--- src/rtl/sync_fifo.sv ---
// sync_fifo -- single-clock FIFO with registered read data and status flags.
//
// Purpose:
//   Stores MEM_WIDTH-bit words in a MEM_DEPTH-deep circular buffer.
//   An accepted read loads r_data from the head word on the same edge,
//   so read data appears one cycle after re is sampled. Every status
//   output is a register, loaded from the occupancy the edge produces.
//
// Parameters:
//   MEM_WIDTH  data word width in bits
//   MEM_DEPTH  storage depth in words (power of two, >= 4)
//   ADDR_WIDTH pointer width, $clog2(MEM_DEPTH)
//   AF_LEVEL   almost_full asserts when count >= AF_LEVEL
//   AE_LEVEL   almost_empty asserts when count <= AE_LEVEL
//
// Ports:
//   clk          single clock, rising edge
//   reset_n      asynchronous active-low reset
//   we / w_data  write request and data (ignored while full)
//   re           read request (ignored while empty)
//   r_data       registered read data, holds between reads
//   r_valid      r_data was loaded on the last edge
//   full, empty, almost_full, almost_empty   registered flags
//   count        occupancy in words, 0..MEM_DEPTH
//
// Optional feature (macro SYNC_FIFO_ERR_EN):
//   err_clr      clears the sticky error flags
//   overflow     set by a write presented while full
//   underflow    set by a read presented while empty
//   A set condition on the same edge as err_clr wins.

module sync_fifo #(
  parameter int MEM_WIDTH  = 8,
  parameter int MEM_DEPTH  = 16,
  parameter int ADDR_WIDTH = $clog2(MEM_DEPTH),
  parameter int AF_LEVEL   = MEM_DEPTH - 2,
  parameter int AE_LEVEL   = 2
) (
  input  logic                  clk,
  input  logic                  reset_n,
  input  logic                  we,
  input  logic                  re,
  input  logic [MEM_WIDTH-1:0]  w_data,
  output logic [MEM_WIDTH-1:0]  r_data,
  output logic                  r_valid,
  output logic                  full,
  output logic                  empty,
  output logic                  almost_full,
  output logic                  almost_empty,
  output logic [ADDR_WIDTH:0]   count
`ifdef SYNC_FIFO_ERR_EN
  ,
  input  logic                  err_clr,
  output logic                  overflow,
  output logic                  underflow
`else
  // error reporting ports are not present in this build
`endif
);

  localparam logic [ADDR_WIDTH-1:0] PTR_ZERO = {ADDR_WIDTH{1'b0}};
  localparam logic [ADDR_WIDTH-1:0] PTR_ONE  = {{(ADDR_WIDTH-1){1'b0}}, 1'b1};
  localparam logic [ADDR_WIDTH:0]   CNT_ZERO = {(ADDR_WIDTH+1){1'b0}};
  localparam logic [ADDR_WIDTH:0]   CNT_ONE  = {{ADDR_WIDTH{1'b0}}, 1'b1};
  localparam logic [ADDR_WIDTH:0]   CNT_FULL = (ADDR_WIDTH+1)'(MEM_DEPTH);
  localparam logic [ADDR_WIDTH:0]   CNT_AF   = (ADDR_WIDTH+1)'(AF_LEVEL);
  localparam logic [ADDR_WIDTH:0]   CNT_AE   = (ADDR_WIDTH+1)'(AE_LEVEL);
  localparam logic [MEM_WIDTH-1:0]  DATA_ZERO = {MEM_WIDTH{1'b0}};

  // Storage is deliberately not reset; stale words are unreachable after
  // reset because the pointers and count restart from zero.
  logic [MEM_WIDTH-1:0]  mem_r [MEM_DEPTH];

  logic [ADDR_WIDTH-1:0] wr_ptr_r;
  logic [ADDR_WIDTH-1:0] rd_ptr_r;
  logic [ADDR_WIDTH:0]   count_r;
  logic [MEM_WIDTH-1:0]  r_data_r;
  logic                  r_valid_r;
  logic                  full_r;
  logic                  empty_r;
  logic                  almost_full_r;
  logic                  almost_empty_r;

  logic                  wr_ok_s;
  logic                  rd_ok_s;
  logic [ADDR_WIDTH:0]   count_nxt_s;

  // Request qualification against the registered flags: at full the read
  // still goes through and the write is dropped; at empty the reverse.
  always_comb begin
    wr_ok_s = we & ~full_r;
    rd_ok_s = re & ~empty_r;
  end

  // Occupancy after this edge; simultaneous accepted read and write cancel.
  always_comb begin
    count_nxt_s = count_r;
    case ({wr_ok_s, rd_ok_s})
      2'b10:   count_nxt_s = count_r + CNT_ONE;
      2'b01:   count_nxt_s = count_r - CNT_ONE;
      default: count_nxt_s = count_r;
    endcase
  end

  // Memory write port; gated by reset_n so requests during reset are dropped.
  always_ff @(posedge clk) begin
    if (wr_ok_s && reset_n) begin
      mem_r[wr_ptr_r] <= w_data;
    end
  end

  // Pointers wrap naturally because MEM_DEPTH is a power of two.
  always_ff @(posedge clk or negedge reset_n) begin
    if (!reset_n) begin
      wr_ptr_r <= PTR_ZERO;
      rd_ptr_r <= PTR_ZERO;
    end else begin
      if (wr_ok_s) begin
        wr_ptr_r <= wr_ptr_r + PTR_ONE;
      end else begin
        wr_ptr_r <= wr_ptr_r;
      end
      if (rd_ok_s) begin
        rd_ptr_r <= rd_ptr_r + PTR_ONE;
      end else begin
        rd_ptr_r <= rd_ptr_r;
      end
    end
  end

  // Read data register: loads the head word on an accepted read, else holds.
  always_ff @(posedge clk or negedge reset_n) begin
    if (!reset_n) begin
      r_data_r  <= DATA_ZERO;
      r_valid_r <= 1'b0;
    end else begin
      if (rd_ok_s) begin
        r_data_r  <= mem_r[rd_ptr_r];
        r_valid_r <= 1'b1;
      end else begin
        r_data_r  <= r_data_r;
        r_valid_r <= 1'b0;
      end
    end
  end

  // Count and flags all load from the same next-count value so they never
  // disagree with one another after an edge.
  always_ff @(posedge clk or negedge reset_n) begin
    if (!reset_n) begin
      count_r        <= CNT_ZERO;
      full_r         <= 1'b0;
      empty_r        <= 1'b1;
      almost_full_r  <= 1'b0;
      almost_empty_r <= 1'b1;
    end else begin
      count_r        <= count_nxt_s;
      full_r         <= (count_nxt_s == CNT_FULL);
      empty_r        <= (count_nxt_s == CNT_ZERO);
      almost_full_r  <= (count_nxt_s >= CNT_AF);
      almost_empty_r <= (count_nxt_s <= CNT_AE);
    end
  end

`ifdef SYNC_FIFO_ERR_EN
  logic overflow_r;
  logic underflow_r;
  logic ovf_set_s;
  logic udf_set_s;

  // A rejected request is one presented while the matching flag blocks it.
  always_comb begin
    ovf_set_s = we & full_r;
    udf_set_s = re & empty_r;
  end

  // Sticky error flags; setting takes priority over err_clr.
  always_ff @(posedge clk or negedge reset_n) begin
    if (!reset_n) begin
      overflow_r  <= 1'b0;
      underflow_r <= 1'b0;
    end else begin
      if (ovf_set_s) begin
        overflow_r <= 1'b1;
      end else if (err_clr) begin
        overflow_r <= 1'b0;
      end else begin
        overflow_r <= overflow_r;
      end
      if (udf_set_s) begin
        underflow_r <= 1'b1;
      end else if (err_clr) begin
        underflow_r <= 1'b0;
      end else begin
        underflow_r <= underflow_r;
      end
    end
  end

  assign overflow  = overflow_r;
  assign underflow = underflow_r;
`else
  // no error tracking in this build
`endif

  assign r_data       = r_data_r;
  assign r_valid      = r_valid_r;
  assign full         = full_r;
  assign empty        = empty_r;
  assign almost_full  = almost_full_r;
  assign almost_empty = almost_empty_r;
  assign count        = count_r;

endmodule

--- config.mk ---
export PLATFORM = sky130hd
export DESIGN_NAME = sync_fifo
export DESIGN_NICKNAME = d
export VERILOG_FILES = /design/src/rtl/sync_fifo.sv
export SDC_FILE = /design/constraint.sdc
export NUM_CORES = 1
export LEC_CHECK = 0
export ABC_CLOCK_PERIOD_IN_PS = 2200
export BUFFER_PORTS_ARGS = -buffer_cell sky130_fd_sc_hd__buf_2
export CORE_MARGIN = 2
export CORE_UTILIZATION = 55
export CTS_CLUSTER_DIAMETER = 120
export DETAILED_ROUTE_END_ITERATION = 6
export PLACE_DENSITY = 0.72
export SYNTH_ARGS = -nofsm -noshare
export SYNTH_HDL_FRONTEND = slang
export SYNTH_SLANG_ARGS = --single-unit
--- constraint.sdc ---
create_clock -name clk -period 2.2 [get_ports clk]
set_clock_uncertainty 0.2 [all_clocks]
set_input_delay 0.33 -clock clk [delete_from_list [all_inputs] [get_ports clk]]
set_output_delay 0.33 -clock clk [all_outputs]
set_load 0.01 [all_outputs]
==> results of run 1 <==
[metal layers]
| layer | global-route usage, % | share of wire (%) | vias to the layer above |
|---|---|---|---|
| li1 | - | - | 1500 |
| met1 | 27.7 | 41 | 1753 |
| met2 | 35.0 | 51 | 112 |
| met3 | 5.60 | 5.5 | 27 |
| met4 | 9.42 | 2.3 | 0 |
| met5 | 0 | 0 | - |
[cells in the mapped netlist (3+ instances only)]
library cell	n
xnor2_1	10
nand3b_1	3
nand3_1	3
mux2i_1	8
nor2_1	21
a221o_1	8
clkbuf_1	8
inv_1	7
ha_1	8
mux4_1	8
buf_1	5
dfrtp_1	24
nor3_1	12
nand2_1	12
mux4_2	24
mux2_2	8
o21ai_0	4
edfxtp_1	128
[kinds of logic after synthesis]
family	Yosys count	synth area share, %
AO/OA/AOI/OAI	27	3.46
XOR/XNOR	10	1.40
adder cells (fa/ha/maj)	8	1.60
AND/OR/NAND/NOR	62	4.72
multiplexers	48	14.7
buffers and inverters	27	2.18
flip-flops	154	71.9
[stage by stage]
| stage | utilization [%] | hold slack [ps] |
|---|---|---|
| after floorplan | - | -166 |
| after CTS | 67.9 | 75.4 |
| after global routing | 69.6 | 99.3 |
| final | 69.6 | 87.7 |
| after detailed placement | 62.3 | 109 |
| after global placement | 62.3 | 120 |
[registers in the layout, indices dropped and copies added (netlist names)]
register and cells:
rd_ptr_r 4, r_valid 1, almost_full 1, count 5
almost_empty 1, wr_ptr_r 4, empty 1, r_data 8
mem_r 128, full 1
[repair_timing]
action                                 CTS  global route
pin swaps                                2             3
setup endpoints to repair                5            12
cloned                                   0             2
resized for setup                        8            18
endpoints found under the hold margin   24             0
buffers inserted                         4             9
hold buffers                             1             0
[path summary, 6_finish.rpt]
kind	start	endpoint	slack [ps]	cells past startpoint
setup / recovery	empty	almost_empty	-160	12
min in group asynchronous	reset_n	r_data[2]	230	3
hold / removal	w_data[0]	mem_r[14][0]	90	1
max in group asynchronous	reset_n	almost_empty	1030	4
setup reg to reg	empty	almost_empty	-160	12
hold reg to reg	r_data[4]	r_data[4]	320	1
[area by class of cell]
type / instances / area [sq um]
Fill cell: 695 / 3340
Clock buffer: 27 / 493
Clock inverter: 5 / 47.5
Multi-Input combinational cell: 155 / 1760
Timing Repair Buffer: 81 / 631
Inverter: 8 / 35.0
Sequential cell: 154 / 4500
Tap cell: 140 / 175
[worst max-delay path, stage by stage (launching register included)]
cell and delay [ps]:
dfstp_2 520, nand2b_4 130, clkinv_4 70, nand2_4 80
xnor2_2 60, ha_2 180, a21o_1 190, a31oi_2 150
o221ai_2 130, xnor2_2 170, buf_4 150, buf_4 130
nor3_2 100
[power groups by stage]
stage          registers, uW  logic [uW]  clock network (uW)
2_1_floorplan           3790        2040                   0
3_3_place_gp            3820        2870                   0
3_5_place_dp            3830        2930                   0
4_1_cts                 3790        3050                2730
5_1_grt                 3860        3660                2840
6_report                3830        3420                2680
==> flow_summary.yaml, run 1 <==
outcome:
  status: "complete, but fails checks"
  violations: "setup timing"
grt:
  antenna_found_initial: 0
  grt_pass1_vias: 3406
  grt_use_total_pct: 21.5
  grt_pass1_wl_um: 19100
  overflow: 0
  grt_max_degree: 36
floorplan:
  die_area_sq_mm: 0.0122
  num_rows: 38
  dieWidth_um: 111
  start_util_pct: 56.9
  core_region_area_sq_mm: 0.0110
  pin_count: 30
  die_h_um: 111
cells_and_area:
  final_common_cell: "edfxtp_1"
  diodes: 0
  final_cells: 570
  fin_nets: 437
  final_cell_mix: "edfxtp_1, buf_4, buf_2"
  drive_above_1_share_pct: 38.4
  design_area_sq_mm: 0.00764
  area_delta_synth_final_pct: 22.2
synth:
  yosysTopAreaCell: "edfxtp_1"
  yosysWarningCount: 0
  synth_area_sq_mm: 0.00625
  synthArstFlopShare_pct: 16.9
  synthCells: 336
  synth_nets: 356
  ys_seq_elements: 154
  synth_edf_count: 128
  yosysSeqAreaShare_pct: 71.9
  synth_cell_types: 43
  synthFlopType: "edfxtp_1"
  yosys-top-cells-area: "edfxtp_1, dfrtp_1, mux4_2"
  avgSynthCellArea_sq_um: 18.6
  yosysTopAreaCellShare_pct: 61.5
detailed_routing:
  drtIter0Drc: 282
  drt-pass1-iter-count: 4
  ant_nets: 0
  routedWlPerCell_um: 22.3
  drc: 0
  wl_um: 12700
  viasPerCell: 5.95
  vias: 3392
placement:
  dp_cells: 522
  pre_cts_ws_ps: -177
  placed_area_sq_mm: 0.00684
  dp_hpwl_um: 7540
  numPortBuffers: 29
  gp_congestion: 0.806
critical_path:
  crit_arrival_ps: 2500
  crit_type: "flip-flop to flip-flop"
  endpoint_kind: "flip-flop"
  cp.required_ps: 2340
  cp_max_fo: 4
  start_kind: "flip-flop"
sta:
  finalSetupViolations: 7
  finalSetupTns_ps: -613
  hold_violations: 0
  max_freq_mhz: 424
  fin_ws_ps: -157
  worst_pin_slew_ps: 443
  maxSlewViolCount: 0
  slew_headroom_pct: 70.5
  rsz0062_at_grt: "true"
  min_period_over_period_pct: 107
  fin_crit_ps: 2360
clocking:
  cts_sinks: 154
  clkTransAtPathRegs_ps: 60
  clock_path_buffers: 2
  cts_root_buf: "clkbuf_16"
  clock_latency_ps: 430
  ctsHtreeMaxLevel: 4
  cts_tree: "built"
  cts_buffers: 17
min_path:
  min_path_type: "primary input to flip-flop"
power_and_ir_drop:
  switching_share_pct: 29.5
  p_sw_uw: 2930
  powerDensity_mw_per_mm2: 1300
  p_total_uw: 9930
  intPower_uw: 6990
  power_frac_seq_pct: 38.6
  clock_power_share_pct: 26.9
  p_comb_share_pct: 34.5
  p_leak_uw: 0.00277
  ir_drop_uv: 756
flow_run:
  cap_violations: 0
No activity file was read; power rests on OpenSTA's default activity.
==> run 2: changes to the inputs <==
BUFFER_PORTS_ARGS = -buffer_cell sky130_fd_sc_hd__buf_4   (was -buffer_cell sky130_fd_sc_hd__buf_2)
==> flow_summary.yaml, run 2 (same netlist as run 1, synthesis figures left out) <==
flow_run:
  cap_violations: 0
cells_and_area:
  num-fill-cells: 684
  drive_above_1_share_pct: 36.7
  diodes: 0
  area_delta_synth_final_pct: 21.6
  largest_reg_flops: 128
  fin_nets: 433
  multiInputGateArea_sq_mm: 0.00173
  top_register: "mem_r"
  final_common_cell: "edfxtp_1"
  seq_area_sq_mm: 0.00450
  final_cell_mix: "edfxtp_1, buf_4, mux4_2"
clocking:
  clkTransAtPathRegs_ps: 60
  cts_buffers: 17
  clock_latency_ps: 410
  cts_tree: "built"
  cts_root_buf: "clkbuf_16"
  clock_path_buffers: 2
  cts_sinks: 154
  ctsHtreeMaxLevel: 4
grt:
  grt_pass1_vias: 3456
  grt_use_total_pct: 21.7
  antenna_found_initial: 0
  grt_max_degree: 36
  overflow: 0
  grt_pass1_wl_um: 19600
floorplan:
  pin_count: 30
  core_region_area_sq_mm: 0.0110
  die_h_um: 111
  dieWidth_um: 111
  start_util_pct: 56.9
  die_area_sq_mm: 0.0122
  num_rows: 38
min_path:
  min_path_type: "primary input to flip-flop"
  worstHoldStart: "w_data[0]"
  min_to: "mem_r[2][0]"
  hold_depth: 1
critical_path:
  path_cells: "nand2b_4 > clkinv_4 > nand2_4 > xnor2_2 > ha_2 > a21o_1 > a31oi_1 > o221ai_1 > xnor2_1 > buf_4 > a31o_2"
  reg2reg_to: "almost_full"
  rr_startpoint: "empty"
  crit_type: "flip-flop to flip-flop"
  cp.required_ps: 2310
  cp_max_fo: 3
  r2r_setup_slack_ps: -190
  slowest_delay_ps: 530
  rr_worst_depth: 11
  start_kind: "flip-flop"
  crit_arrival_ps: 2500
  endpoint_kind: "flip-flop"
  cp_slowest_cell: "dfstp_2"
power_and_ir_drop:
  p_leak_uw: 0.00275
  powerDensity_mw_per_mm2: 1290
  ir_drop_uv: 829
  p_total_uw: 9790
detailed_routing:
  viasPerCell: 5.87
  routedWlPerCell_um: 22.0
  ant_nets: 0
  wl_um: 12400
  drt-pass1-iter-count: 4
  vias: 3315
  drc: 0
  drtIter0Drc: 304
sta:
  worst_pin_slew_ps: 411
  slew_headroom_pct: 72.6
  fin_crit_ps: 2390
  finalHoldWorstSlack_ps: 22.5
  rsz0062_at_grt: "true"
  maxSlewViolCount: 0
  min_period_over_period_pct: 109
  fin_ws_ps: -193
  finalSetupViolations: 5
  hold_violations: 0
  max_freq_mhz: 418
  finalSetupTns_ps: -550
placement:
  gp_congestion: 0.870
  dp_hpwl_um: 7620
  numPortBuffers: 29
  pre_cts_ws_ps: -150
outcome:
  status: "complete, but fails checks"
  violations: "setup timing"
[run 2: cell count changes in the layout (fill, tap and decap cells not counted), sizes merged]
cell	delta
buf	-2
clkbuf	-11
clkinvlp	+1
clkinv	+6
bufinv	+1
[run 2: worst max-delay path, delay by kind of cell, from the launching register on]
family	cells	cell delay [ps]
xor+xnor	2	260
fa+ha+maj	1	180
buf+inv	2	230
flops	1	530
simple gates	2	210
compound gates	4	680
[run 2: how the worst max path moves through the flow]
stage,from,to,slack [ps],cells after the start
after floorplan,empty,full,-40,10
after global placement,we,almost_full,-100,12
after detailed placement,we,almost_full,-150,12
after CTS,empty,almost_full,-140,11
after global routing,empty,almost_full,-320,11
final,empty,almost_full,-190,11
[run 2: layout make-up]
class	instances	share of cell area (%)
Sequential cell	154	59.1
Multi-Input combinational cell	155	22.7
Timing Repair Buffer	77	8.29
Clock buffer	18	5.64
Tap cell	140	2.30
Clock inverter	13	1.45
Inverter	8	0.461
[run 2: through the flow]
stage	std cells	utilization [%]	cell area, sq um
2_1_floorplan	336	-	6310
3_3_place_gp	520	62.7	6880
3_5_place_dp	520	62.7	6880
4_1_cts	554	68.1	7480
5_1_grt	565	69.3	7610
6_report	565	69.3	7610
[run 2: repair_timing]
action,in CTS,in global routing
setup buffers,2,11
pin swaps,3,4
endpoints found under the setup margin,4,9
hold buffers,1,0
resized for setup,7,6
endpoints found under the hold margin,26,0
[run 2: power breakdown]
| group | leakage [uW] | total (uW) | switching [uW] | internal [uW] |
|---|---|---|---|---|
| combinational | 0.00102 | 3300 | 1550 | 1750 |
| sequential | 0.00146 | 3810 | 283 | 3520 |
| clock | 0.000264 | 2680 | 1060 | 1630 |
[run 2: layer usage]
metal | GRT usage [%] | share of wire, % | vias to the layer above | wire length (um)
met5 | 0 | 0 | - | 0
met4 | 8.58 | 1.9 | 0 | 235
met1 | 29.0 | 42 | 1704 | 5230
met2 | 35.4 | 51 | 95 | 6340
li1 | - | - | 1495 | -
met3 | 4.39 | 4.9 | 21 | 611
==> run 3: changes to the inputs <==
--- a/config.mk
+++ b/config.mk
@@ -7,2 +7,3 @@
 export LEC_CHECK = 0
+export ABC_AREA = 1
 export ABC_CLOCK_PERIOD_IN_PS = 2200
==> constraint.sdc (replaced) <==
create_clock -name clk -period 2.2 [get_ports clk]
set_clock_uncertainty 0.2 [all_clocks]
set_input_delay 0.44 -clock clk [delete_from_list [all_inputs] [get_ports clk]]
set_output_delay 0.44 -clock clk [all_outputs]
set_load 0.01 [all_outputs]
==> flow_summary.yaml, run 3 <==
grt:
  overflow: 0
  grt_pass1_wl_um: 21400
  grt_use_total_pct: 22.3
  grt_max_degree: 68
  grt_pass1_vias: 4071
  antenna_found_initial: 0
synth:
  synthFlopType: "edfxtp_1"
  synth_most_common_cell: "edfxtp_1"
  yosys-top-cells-area: "edfxtp_1, dfrtp_1, nor2_1"
  yosysSeqAreaShare_pct: 69.2
  synth_cell_types: 30
  yosysTopAreaCellShare_pct: 59.1
  ys_seq_elements: 154
  synth_common_cells: "edfxtp_1, nor2_1, nand2_1"
  yosysTopAreaCell: "edfxtp_1"
  avgSynthCellArea_sq_um: 12.5
  synth_edf_count: 128
  synth_nets: 542
  synthCells: 522
  synthArstFlopShare_pct: 16.9
  synth_area_sq_mm: 0.00650
  yosysWarningCount: 0
clocking:
  clock_path_buffers: 2
  cts_buffers: 17
  ctsHtreeMaxLevel: 4
  cts_root_buf: "clkbuf_16"
  cts_sinks: 154
  clkTransAtPathRegs_ps: 60
  clock_latency_ps: 420
  cts_tree: "built"
placement:
  dp_hpwl_um: 8410
  pre_cts_ws_ps: -25.8
  dp_cells: 695
  gp_congestion: 0.835
  numPortBuffers: 29
floorplan:
  die_h_um: 113
  dieWidth_um: 113
  core_region_area_sq_mm: 0.0115
  die_area_sq_mm: 0.0127
  num_rows: 39
  start_util_pct: 56.7
  pin_count: 30
sta:
  slew_headroom_pct: 71.7
  min_period_over_period_pct: 93.3
  max_freq_mhz: 487
  worst_pin_slew_ps: 424
  finalSetupViolations: 0
  fin_crit_ps: 2050
  hold_violations: 0
  maxSlewViolCount: 0
  fin_ws_ps: 146
cells_and_area:
  final_cells: 728
  drive_above_1_share_pct: 19.1
  diodes: 0
  fin_nets: 592
  final_common_cell: "edfxtp_1"
  final_cell_mix: "edfxtp_1, nor2_1, nand2_1"
  top_register: "mem_r"
  largest_reg_flops: 128
  area_delta_synth_final_pct: 16.6
power_and_ir_drop:
  p_total_uw: 10200
  powerDensity_mw_per_mm2: 1350
  ir_drop_uv: 959
  p_leak_uw: 0.00287
flow_run:
  cap_violations: 0
detailed_routing:
  routedWlPerCell_um: 18.2
  wl_um: 13200
  ant_nets: 0
  drt-pass1-iter-count: 5
  vias: 4124
  drtIter0Drc: 421
  drc: 0
  viasPerCell: 5.66
min_path:
  min_path_type: "primary input to flip-flop"
critical_path:
  endpoint_kind: "flip-flop"
  cp.required_ps: 2310
  cp_max_fo: 6
  path_cells: "nor2_4 > nand2_4 > nand2_1 > nand2_2 > ha_1 > a21oi_2 > inv_1 > nand4_1 > nand3_1 > nand2_1 > nand2_1 > nand2_1 > nand2_1"
  crit_arrival_ps: 2160
  crit_type: "flip-flop to flip-flop"
  slowest_delay_ps: 390
  cp_slowest_cell: "dfstp_2"
  crit_top_cell: "nand2_1"
  start_kind: "flip-flop"
outcome:
  status: "finished, final reports clean"
-- run 3: metal layers --
metal	track usage, %	vias to the layer above	wire (um)
met3	4.07	21	605
met4	10.7	0	264
met2	35.3	115	6630
met5	0	-	0
li1	-	1980	-
met1	30.4	2008	5730
-- run 3: through the flow --
stage               hold slack [ps]  setup TNS (ps)  area (sq um)  util, %
global placement               40.0               0          6960     60.7
detailed placement             42.0           -70.0          6960     60.7
finish                         75.0               0          7580     66.1
CTS                            57.1               0          7560     65.9
floorplan                     -55.6               0          6500        -
global route                   78.3            -133          7580     66.1
-- run 3: kinds of logic after synthesis --
group / after synthesis / share of synthesized area (%)
adder cells (fa/ha/maj): 8 / 1.54
flip-flops: 154 / 69.2
AO/OA/AOI/OAI: 103 / 11.6
AND/OR/NAND/NOR: 200 / 12.8
XOR/XNOR: 7 / 0.943
buffers and inverters: 50 / 3.97
-- run 3: where the power goes --
part	internal (uW)	total (uW)	leakage, uW	switching, uW
clock	1770	2840	0.000294	1070
sequential	3530	3760	0.00146	234
combinational	1380	3610	0.00111	2240
-- run 3: worst max-delay path: cells and delay by family, from the launching register on --
| family | cells | cell delay (ps) |
|---|---|---|
| simple gates | 10 | 920 |
| fa+ha+maj | 1 | 200 |
| flops | 1 | 390 |
| compound gates | 1 | 140 |
| buf+inv | 1 | 70 |
-- run 3: final timing paths --
kind                            from           to  slack, ps  depth (start not counted)
min                               re      r_valid         80                          3
max reg2reg                    empty  almost_full        150                         13
max in group asynchronous    reset_n        empty       1090                          3
max                            empty  almost_full        150                         13
min reg2reg                r_data[0]    r_data[0]        280                          2
min in group asynchronous    reset_n  wr_ptr_r[2]        170                          2
-- run 3: what timing repair did --
item,in CTS,in global routing
buffers inserted,0,0
endpoints found under the setup margin,0,5
hold endpoints to repair,24,0
resized for setup,0,4
hold buffers,1,0
-- run 3: layout make-up --
class                           count  area (sq um)
Tap cell                          143           179
Inverter                           23          88.8
Timing Repair Buffer               58           463
Sequential cell                   154          4500
Multi-Input combinational cell    318          1770
Clock buffer                       23           488
Clock inverter                      9          93.8
Fill cell                         826          3890
